### src/rtl/demux_deser16.sv
// Receiving end of a 16:1 mux serializer: each accepted serial bit is demultiplexed
// into one slot of a shadow word, and the completed word is published on dout.
module demux_deser16 #(
    parameter int unsigned MSB_FIRST = 0
) (
    input  logic        clk,
    input  logic        rst_n,
    input  logic        din,
    input  logic        din_valid,
    input  logic        start,
    output logic [15:0] dout,
    output logic        dout_valid,
    output logic        busy,
    output logic [3:0]  sel,
    output logic        err,
    output logic [7:0]  frame_cnt
);

    // din_valid qualifies din and start for the current cycle; when it is low the
    // block holds every register, so the sender may insert gaps of any length.
    // There is no backpressure: every qualified bit is accepted on the rising edge.

    typedef enum logic {
        IDLE = 1'b0,
        RECV = 1'b1
    } state_t;

    state_t      state;
    logic [15:0] shadow;
    logic [3:0]  bit_idx;
    logic [3:0]  slot;
    logic [15:0] word_next;

    // A start always restarts at index 0; otherwise the incoming bit is index sel.
    always_comb begin
        bit_idx = 4'd0;
        if (state == RECV && !start) begin
            bit_idx = sel;
        end
        slot = (MSB_FIRST != 0) ? ~bit_idx : bit_idx;
        word_next = shadow;
        word_next[slot] = din;
    end

    always_ff @(posedge clk or negedge rst_n) begin
        if (!rst_n) begin
            state      <= IDLE;
            shadow     <= 16'h0000;
            dout       <= 16'h0000;
            dout_valid <= 1'b0;
            sel        <= 4'h0;
            err        <= 1'b0;
            frame_cnt  <= 8'h00;
        end else begin
            dout_valid <= 1'b0;
            err        <= 1'b0;
            if (din_valid) begin
                case (state)
                    IDLE: begin
                        if (start) begin
                            shadow <= word_next;
                            sel    <= 4'd1;
                            state  <= RECV;
                        end
                    end
                    RECV: begin
                        if (start) begin
                            // Abort: the partial frame is dropped, dout stays untouched.
                            shadow <= word_next;
                            sel    <= 4'd1;
                            err    <= 1'b1;
                        end else if (sel == 4'd15) begin
                            shadow     <= word_next;
                            dout       <= word_next;
                            dout_valid <= 1'b1;
                            frame_cnt  <= frame_cnt + 8'd1;
                            sel        <= 4'd0;
                            state      <= IDLE;
                        end else begin
                            shadow <= word_next;
                            sel    <= sel + 4'd1;
                        end
                    end
                    default: state <= IDLE;
                endcase
            end
        end
    end

    assign busy = (state == RECV);

endmodule

### config.mk
export PLATFORM = sky130hd
export DESIGN_NAME = demux_deser16
export DESIGN_NICKNAME = d
export VERILOG_FILES = /design/src/rtl/demux_deser16.sv
export SDC_FILE = /design/constraint.sdc
export NUM_CORES = 1
export LEC_CHECK = 0
export ABC_CLOCK_PERIOD_IN_PS = 2980
export CAP_MARGIN = 40
export CORE_MARGIN = 1
export CORE_UTILIZATION = 58
export DETAILED_ROUTE_END_ITERATION = 10
export PLACE_DENSITY = 0.85
export SLEW_MARGIN = 20
export SYNTH_ARGS = -nofsm -noshare
export SYNTH_HDL_FRONTEND = slang
export SYNTH_SLANG_ARGS = --single-unit
### constraint.sdc
create_clock -name clk -period 2.98 [get_ports clk]
set_input_delay 0.894 -clock clk [delete_from_list [all_inputs] [get_ports clk]]
set_output_delay 0.894 -clock clk [all_outputs]
set_load 0.02 [all_outputs]
After elaboration in Yosys (flattened, before gate mapping)
Cells that the tools add are included.

word-level totals
  logic and storage cells = 40
  flip-flop bits (word level) = 47

cells by class
  multiplexer cells = 20
  bitwise gates (word level) = 2
  add/subtract/negate cells = 2
  reduce and logical (&&, ||, !) cells = 5
  equal/unequal tests = 2
  magnitude comparators = 2

operators by type and width
  operator                                                                              number
  16-bit case mux with 2 select lines                                                   1
  16-bit bitwise mux                                                                    1
  16-bit two-way mux                                                                    1
  4-bit two-way mux                                                                     4
  1-bit two-way mux                                                                     10
  8-bit by 1-bit adder with 8-bit output (second input constant)                        1
  4-bit case mux with 2 select lines                                                    1
  4-bit by 5-bit less-than comparator with 1-bit output (second input constant)         1
  4-bit by 1-bit adder with 4-bit output (second input constant)                        1
  1-bit demux with 4-bit select                                                         1
  4-bit == test (second input constant)                                                 1
  4-bit by 1-bit greater-or-equal comparator with 1-bit output (second input constant)  1
  4-bit AND reduction                                                                   1
  1-bit logical AND                                                                     2
  2-bit != test (second input constant)                                                 1
  1-bit NOT                                                                             2
  1-bit case mux with 2 select lines                                                    1
  2-bit AND reduction                                                                   1
  1-bit logical NOT                                                                     1

Longest topological paths before layout
Gate-level depths: netlist of the first run.

  depth after elaboration = 10
  depth in mapped cells = 6
  depth with buffers taken out = 5

Worst setup path before layout of the first run
No wires, ideal clock.

  path type = input -> register
  start = in start
  end = reg shadow[12]
  path slack = 1.122 ns
  stages on the path = 4
  buffers on the path = 1
  required time = 2.855 ns
  arrival time = 1.733 ns
  cells stage by stage = buf_6 > and4b_2 > o211ai_1 > mux2_4

on the way
  cells in the longest elaborated chain, start to end = 10

RTL lines
  element                                                                                                                                                      line  text
  start: declaration                                                                                                                                           10    input logic start,
  1-bit logical NOT                                                                                                                                            37    if (state == RECV && !start) begin
  1-bit logical AND                                                                                                                                            37
  4-bit two-way mux                                                                                                                                            37
  4-bit by 5-bit less-than comparator with 1-bit output (implied by the code) or 4-bit by 1-bit greater-or-equal comparator with 1-bit output (tied branches)  42    word_next[slot] = din;
  1-bit logical AND (implied by the code)                                                                                                                      42
  1-bit two-way mux (implied by the code)                                                                                                                      42
  1-bit demux with 4-bit select                                                                                                                                42
  16-bit bitwise mux                                                                                                                                           42
  16-bit two-way mux                                                                                                                                           60    if (start) begin
  16-bit case mux with 2 select lines                                                                                                                          58    case (state)
  end signal: assignment                                                                                                                                       61    shadow <= word_next;
  end signal: assignment                                                                                                                                       69    shadow <= word_next;
  end signal: assignment                                                                                                                                       73    shadow <= word_next;
  end: declaration                                                                                                                                             29    logic [15:0] shadow;

Several ways; a longest one is shown, not always the timed one. The select of a mux whose other input is x is not followed.
A chain may end at the register's enable or synchronous reset.

Final worst setup path of the first run
  start = reg sel[1]
  end = out sel[1]

RTL lines
  element                   line  text
  start: declaration        14    output logic [3:0] sel,
  start signal: assignment  81    sel <= sel + 4'd1;

No word-level cell between the ends.

==> flow_summary.yaml, run 1 <==
setup_path:
  worstPathRequired_ps: 2090
  critPathKind: "reg2out"
  path_cells: "clkdlybuf4s50_1"
  crit_path_top_delay_cell: "dfrtp_1"
  crit_path_max_incr_delay_ps: 720
  critical-path-top-delay-family: "flip-flops"
  start_kind: "flip-flop"
  worst-path-buf-inv: 1
  end_kind: "output port"
  cp_max_fo: 18
  cp.arrival_ps: 1730
outcome:
  outcome: "complete, no violations"
floorplan:
  core_area_sq_um: 3800
  initial_core_util: 0.628
  die_area_sq_um: 4380
  rows: 22
  die_w_microns: 66.2
  top_level_ports: 36
  die_y_microns: 66.2
grt:
  grt_overflow: 0
  grt_use_total: 0.288
  grt_max_degree: 28
  grt_pass1_vias: 1877
  grt_pass1_wl_microns: 9230
  antenna_found_initial: 0
clocking:
  clk_path_buf_depth: 2
  clkTransAtPathRegs_ps: 80
  cts-root-buf: "clkbuf_8"
  cts_tree: "built"
  cts_resized: 0
  clk-insertion-delay-late_ps: 310
  cts_hold_buffers: 0
  htree_levels: 2
  clock_sinks: 47
  cts_inserted_buffers: 5
  postCtsSetupBuffers: 0
routing:
  wl_microns: 5530
  avgRoutedWirePerCell_microns: 18.9
  drc: 0
  via_per_inst: 6.30
  dr.first_iter.drc_count: 118
  dr.pass1.iters: 4
  ant_nets: 0
  vias: 1840
sta:
  skew_ps: 9.30
  rsz0062_at_grt: "no"
  fin_crit_ps: 2630
  setup_viol: 0
  hold_viol: 0
  drv_slew: 0
  slew_headroom: 0.615
  min_period_over_period: 0.882
  fmax_mhz: 381
  fin_setup_tns_ps: 0
  tightest_slew_ps: 578
placed_design:
  post-dp-hpwl_microns: 3790
  gp_congestion: 0.852
  portBuffers: 35
  placed_cells: 283
layout:
  stdcell_count: 292
  drive_above_1_share: 0.189
  antenna_cells: 0
  nets: 250
  areaGrowthSynthToFinish_pct: 22.2
  utilization: 0.768
synth:
  yosysUniqueCellTypes: 50
  ys_ff_latch: 47
  syn_nets: 212
  avgSynthCellArea_sq_um: 11.6
  yosysWarningCount: 0
  synthFlopType: "dfrtp_1"
  async_reset_ff_frac: 1.00
  yosysSeqAreaShare: 0.493
  synth_edf_count: 0
  synthCells: 205
  netlist_area_sq_um: 2390
hold_path:
  hold_path.class: "reg2reg"
power_and_ir_drop:
  vdd_ir_drop_max_mv: 0.290
  total_power_mw: 1.47
  leakage_nw: 1.28
  p_per_area_nw_per_um2: 505
run:
  drv_cap: 0
## per-stage QoR
step | hold slack (ps) | area, sq um | worst slack (ps)
after floorplan | 451 | 2390 | 1120
after global placement | 459 | 2780 | 354
after detailed placement | 464 | 2780 | 329
after CTS | 479 | 2900 | 366
after global routing | 500 | 2920 | 285
final | 481 | 2920 | 352
## flip-flops by register name (all words and copies together), names as in the netlist
| name | cells |
|---|---|
| dout | 16 |
| shadow | 16 |
| frame_cnt | 8 |
| sel | 4 |
| busy | 1 |
| dout_valid | 1 |
| err | 1 |
## cell usage after synthesis (2+ instances only)
master,n,area share
and2b_1,2,0.0063
nand3_1,4,0.0084
nor4b_2,2,0.013
mux2i_1,9,0.038
o21ai_1,22,0.046
nand4_1,8,0.021
a31oi_1,2,0.0052
o21ai_0,6,0.013
nand3_2,5,0.021
nand2_1,3,0.0047
and4bb_2,2,0.010
buf_6,2,0.0094
o211ai_1,3,0.0094
buf_2,7,0.015
nor3_1,4,0.0084
dfrtp_1,47,0.49
nor2b_1,2,0.0052
ha_1,2,0.010
a22o_1,2,0.0073
mux2_1,12,0.057
and4bb_1,3,0.016
xnor2_1,4,0.015
and3_1,2,0.0052
buf_4,2,0.0063
a21oi_1,7,0.015
mux2_4,6,0.038
nand4b_1,2,0.0073
nor2_1,3,0.0047
inv_1,3,0.0047
xor2_1,3,0.011
clkbuf_1,5,0.0079
## path summary, 6_finish.rpt
check	start	end	slack [ps]	cells after the start
setup / recovery	sel[1]$_DFFE_PN0P_	sel[1]	350	1
hold reg to reg	frame_cnt[7]$_DFFE_PN0P_	frame_cnt[7]$_DFFE_PN0P_	480	1
min in group asynchronous	rst_n	dout[13]$_DFFE_PN0P_	560	1
hold / removal	frame_cnt[7]$_DFFE_PN0P_	frame_cnt[7]$_DFFE_PN0P_	480	1
setup reg to reg	sel[1]$_DFFE_PN0P_	frame_cnt[1]$_DFFE_PN0P_	730	5
max in group asynchronous	rst_n	frame_cnt[5]$_DFFE_PN0P_	1680	2
## power by group
group	switching, mW	internal [mW]
combinational	0.147	0.109
clock	0.215	0.272
sequential	0.0429	0.689
## cell families (layout without fill, tap and decap cells)
| logic type | Yosys count | count (layout) | synth area share |
|---|---|---|---|
| flip-flops | 47 | 47 | 0.493 |
| multiplexers | 27 | 27 | 0.132 |
| AND/OR/NAND/NOR | 56 | 56 | 0.185 |
| adder cells (fa/ha/maj) | 2 | 2 | 0.0105 |
| XOR/XNOR | 7 | 7 | 0.0257 |
| AO/OA/AOI/OAI | 46 | 46 | 0.110 |
| buffers and inverters | 20 | 59 | 0.0445 |
## metal layers
layer	wire, microns	vias to the layer above	GRT usage	share of wire
met4	110	0	0.125	0.020
met1	2380	917	0.384	0.43
met5	0	-	0	0
li1	-	832	-	-
met2	2710	75	0.468	0.49
met3	326	16	0.0431	0.059
## layout make-up
cell class | instances | area (sq um)
Clock buffer | 6 | 82.6
Fill cell | 239 | 882
Multi-Input combinational cell | 138 | 1100
Clock inverter | 2 | 35.0
Sequential cell | 47 | 1180
Inverter | 4 | 15.0
Timing Repair Buffer | 47 | 443
Tap cell | 48 | 60.1
## cells in the final DEF, fill, tap and decap left out, drive strengths merged, types with 2 or more instances in the layout
master	n
a22o	2
xor2	3
nand4	9
nand4b	2
a31oi	2
and3	2
mux2	18
buf	13
nand3	9
clkdlybuf4s50	34
o211ai	3
mux2i	9
dfrtp	47
nor2	4
and4bb	5
and4b	2
nor3	4
clkbuf	6
nor4b	2
o21ai	29
xnor2	4
and2b	3
inv	4
ha	2
nand2	4
nor2b	2
a21oi	7
(Power assumes the default switching activity.)
==> inputs of run 2 (changes only) <==
Settings changed: CORE_MARGIN 1 to 2, PLACE_DENSITY 0.85 to 0.87.
==> run 2 against run 1 <==
  * Combinational power increased by 5%
  * Count of clock-buffer cells in the layout unchanged
  * Via count decreased by 1.4%
  * Critical endpoint is now busy
  * Highest routed layer unchanged
==> flow_summary.yaml, run 2 (same netlist as run 1, synthesis figures left out) <==
clocking:
  cts_tree: "built"
  postCtsSetupBuffers: 0
  htree_levels: 2
  clk-insertion-delay-late_ps: 310
  cts_inserted_buffers: 5
  cts_resized: 0
  clkTransAtPathRegs_ps: 90
  cts_hold_buffers: 0
  clk_path_buf_depth: 2
  cts-root-buf: "clkbuf_8"
  clock_sinks: 47
layout:
  reg.largest.list: "dout (16), shadow (16), frame_cnt (8)"
  fin_area_sq_um: 2900
  utilization: 0.730
  antenna_cells: 0
  layout_commonest_cell: "dfrtp_1"
  n_fill_cell: 295
  drive_above_1_share: 0.192
  nets: 251
  final_cell_mix: "47 x dfrtp_1, 34 x clkdlybuf4s50_1, 22 x o21ai_1"
  areaGrowthSynthToFinish_pct: 21.5
grt:
  grt_use_total: 0.262
  grt_pass1_vias: 1868
  grt_pass1_wl_microns: 8950
  grt_max_degree: 28
  grt_overflow: 0
  antenna_found_initial: 0
floorplan:
  top_level_ports: 36
  initial_core_util: 0.601
  die_w_microns: 68.2
  rows: 23
  die_y_microns: 68.2
  die_area_sq_um: 4650
  core_area_sq_um: 3970
hold_path:
  hold_path.class: "reg2reg"
setup_path:
  critical-path-top-delay-family: "buffers and inverters"
  worst-path-buf-inv: 1
  end_kind: "output port"
  start_kind: "flip-flop"
  cp.arrival_ps: 1580
  crit_path_top_delay_cell: "clkdlybuf4s50_1"
  critPathKind: "reg2out"
  crit_path_max_incr_delay_ps: 690
  path_cells: "clkdlybuf4s50_1"
  cp_max_fo: 14
  worstPathRequired_ps: 2090
run:
  drv_cap: 0
power_and_ir_drop:
  p_int_mw: 0.990
  p_clk_frac: 0.294
  power.share.switching: 0.290
  vdd_ir_drop_max_mv: 0.336
  p_sw_mw: 0.405
  p_seq_frac: 0.513
  leakage_nw: 1.27
  comb_power_share: 0.193
  p_per_area_nw_per_um2: 481
outcome:
  outcome: "complete, no violations"
sta:
  slew_headroom: 0.711
  rsz0062_at_grt: "no"
  setup_ws_ps: 504
  hold_viol: 0
  drv_slew: 0
  setup_viol: 0
  skew_ps: 8.77
  min_period_over_period: 0.831
  fin_setup_tns_ps: 0
  fin_crit_ps: 2480
  fmax_mhz: 404
  tightest_slew_ps: 432
routing:
  avgRoutedWirePerCell_microns: 18.1
  dr.first_iter.drc_count: 140
  drc: 0
  ant_nets: 0
  via_per_inst: 6.15
  vias: 1815
  wl_microns: 5330
  dr.pass1.iters: 4
placed_design:
  dp_slack_ps: 317
  gp_congestion: 0.825
  post-dp-hpwl_microns: 3570
  dpl_cell_area_sq_um: 2800
  portBuffers: 35
## run 2: cell count changes in the layout (fill, tap and decap cells not counted), sizes merged
cell      previous run  this run
buf                 13        14
bufinv               1         0
clkinvlp             0         1
## run 2: worst paths after layout
kind | from | end | slack [ps] | depth (start not counted)
max | busy$_DFFE_PN0P_ | busy | 500 | 1
min | frame_cnt[7]$_DFFE_PN0P_ | frame_cnt[7]$_DFFE_PN0P_ | 470 | 1
max reg2reg | sel[0]$_DFFE_PN0P_ | frame_cnt[1]$_DFFE_PN0P_ | 960 | 6
min reg2reg | frame_cnt[7]$_DFFE_PN0P_ | frame_cnt[7]$_DFFE_PN0P_ | 470 | 1
max in group asynchronous | rst_n | sel[2]$_DFFE_PN0P_ | 2150 | 2
min in group asynchronous | rst_n | frame_cnt[7]$_DFFE_PN0P_ | 560 | 2
## run 2: cell type report
cell class | instances | area, sq um | share of cell area
Timing Repair Buffer | 48 | 443 | 0.153
Clock inverter | 2 | 16.3 | 0.00561
Sequential cell | 47 | 1180 | 0.406
Inverter | 4 | 15.0 | 0.00518
Tap cell | 50 | 62.6 | 0.0216
Clock buffer | 6 | 82.6 | 0.0285
Multi-Input combinational cell | 138 | 1100 | 0.381
## run 2: power by group through the flow
stage	clock network (mW)	registers, mW	logic, mW
5_1_grt	0.439	0.722	0.295
4_1_cts	0.414	0.715	0.268
3_5_place_dp	0	0.727	0.263
6_report	0.409	0.715	0.270
3_3_place_gp	0	0.723	0.257
2_1_floorplan	0	0.740	0.160
## run 2: per-stage QoR
stage / hold WS (ps) / cells / total power [mW]
2_1_floorplan: 451 / 205 / 0.900
3_3_place_gp: 458 / 287 / 0.981
3_5_place_dp: 469 / 287 / 0.990
4_1_cts: 482 / 295 / 1.40
5_1_grt: 507 / 295 / 1.46
6_report: 474 / 295 / 1.39
## run 2: per-layer routing
layer  routed length [microns]  track usage
met5                         0            0
met2                      2590        0.427
met1                      2420        0.345
met3                       246       0.0592
met4                        71       0.0875
==> inputs of run 3 (changes only) <==
Settings changed: ABC_CLOCK_PERIOD_IN_PS 2980 to 2500, CORE_UTILIZATION 58 to 54, PLACE_DENSITY 0.87 to 0.82.
Clock period 2.98 ns to 2.5 ns, I/O delays scaled along.
==> run 3 against run 2 <==
  * Die area is 7.0% higher
  * Critical path depth stayed put
  * Count of clock-buffer cells in the layout stayed put
  * Via count is 0.77% lower
  * Critical endpoint unchanged
  * Highest routed layer unchanged
==> flow_summary.yaml, run 3 (same netlist as run 1, synthesis figures left out) <==
routing:
  via_per_inst: 5.96
  dr.pass1.iters: 4
  vias: 1801
  wl_microns: 5330
  dr.first_iter.drc_count: 130
  drc: 0
  avgRoutedWirePerCell_microns: 17.7
  ant_nets: 0
sta:
  skew_ps: 7.20
  drv_slew: 0
  setup_viol: 0
  tightest_slew_ps: 595
  setup_ws_ps: 173
  hold_viol: 0
  fin_hold_ws_ps: 473
  fin_setup_tns_ps: 0
  slew_headroom: 0.604
  fmax_mhz: 430
  fin_crit_ps: 2330
  min_period_over_period: 0.931
  rsz0062_at_grt: "no"
layout:
  nets: 256
  antenna_cells: 0
  reg.largest.list: "dout (16), shadow (16), frame_cnt (8)"
  areaGrowthSynthToFinish_pct: 24.6
  n_fill_cell: 329
  utilization: 0.693
  layout_commonest_cell: "dfrtp_1"
  drive_above_1_share: 0.204
  final_cell_mix: "47 x dfrtp_1, 34 x clkdlybuf4s50_1, 22 x o21ai_1"
setup_path:
  cp.arrival_ps: 1580
  crit_cells: 1
  start_kind: "flip-flop"
  worstPathRequired_ps: 1750
  crit_path_max_incr_delay_ps: 690
  path_cells: "clkdlybuf4s50_1"
  cp_max_fo: 14
  end_kind: "output port"
  reg2reg_depth: 6
  critical-path-top-delay-family: "buffers and inverters"
  worst-path-buf-inv: 1
  critPathKind: "reg2out"
  crit_path_top_delay_cell: "clkdlybuf4s50_1"
hold_path:
  hold_path.class: "reg2reg"
  hold_depth: 1
clocking:
  clk-insertion-delay-late_ps: 300
  htree_levels: 2
  cts_tree: "built"
  clock_sinks: 47
  cts_inserted_buffers: 5
  clk_path_buf_depth: 2
  postCtsSetupBuffers: 0
  cts_hold_buffers: 0
  clkTransAtPathRegs_ps: 80
  cts_resized: 0
  cts-root-buf: "clkbuf_8"
placed_design:
  gp_congestion: 0.835
  dp_slack_ps: 105
  portBuffers: 35
  post-dp-hpwl_microns: 3570
run:
  drv_cap: 0
floorplan:
  die_y_microns: 70.5
  top_level_ports: 36
  core_area_sq_um: 4290
  initial_core_util: 0.556
  die_area_sq_um: 4970
  rows: 24
  die_w_microns: 70.5
power_and_ir_drop:
  power.share.switching: 0.256
  total_power_mw: 1.82
  leakage_nw: 1.32
  comb_power_share: 0.174
  p_seq_frac: 0.469
  p_sw_mw: 0.466
  p_int_mw: 1.36
  vdd_ir_drop_max_mv: 0.437
  p_per_area_nw_per_um2: 612
  p_clk_frac: 0.357
grt:
  grt_pass1_wl_microns: 9070
  grt_pass1_vias: 1818
  grt_overflow: 0
  grt_use_total: 0.233
  antenna_found_initial: 0
  grt_max_degree: 48
outcome:
  outcome: "complete, no violations"
==> run 3: per-layer routing <==
layer,wire (microns),track usage,part of all wire,vias to the layer above
li1,-,-,-,845
met1,2410,0.328,0.45,894
met2,2610,0.362,0.49,54
met3,252,0.0577,0.047,8
met4,64,0.0577,0.012,0
met5,0,0,0,-
==> run 3: stage by stage <==
step,instances,instance area [sq um]
after floorplan,205,2390
after detailed placement,294,2840
after global placement,294,2840
after CTS,302,2970
final,302,2970
after global routing,302,2970
==> run 3: final timing paths <==
check                                         startpoint                        to  slack, ps
worst max-delay path                    busy$_DFFE_PN0P_                      busy        170
worst min-delay path            frame_cnt[7]$_DFFE_PN0P_  frame_cnt[7]$_DFFE_PN0P_        470
worst max register to register        sel[0]$_DFFE_PN0P_  frame_cnt[1]$_DFFE_PN0P_        660
worst min register to register  frame_cnt[7]$_DFFE_PN0P_  frame_cnt[7]$_DFFE_PN0P_        470
max in group asynchronous                          rst_n      dout[15]$_DFFE_PN0P_       1560
min in group asynchronous                          rst_n       dout[1]$_DFFE_PN0P_        520
==> run 3: final cells by class <==
cell class / instances / area [sq um] / share of cell area
well taps: 52 / 65.1 / 0.0219
clock inverters: 2 / 60.1 / 0.0202
multi-input cells: 138 / 1100 / 0.371
repair buffers: 53 / 480 / 0.162
inverters: 4 / 15.0 / 0.00505
clock buffers: 6 / 72.6 / 0.0244
flip-flops and latches: 47 / 1180 / 0.395
==> run 3: power groups by stage <==
stage | combinational [mW] | sequential, mW | clock, mW
finish | 0.316 | 0.855 | 0.650
CTS | 0.316 | 0.854 | 0.663
global route | 0.347 | 0.860 | 0.696
floorplan | 0.191 | 0.882 | 0
detailed placement | 0.312 | 0.869 | 0
global placement | 0.306 | 0.867 | 0
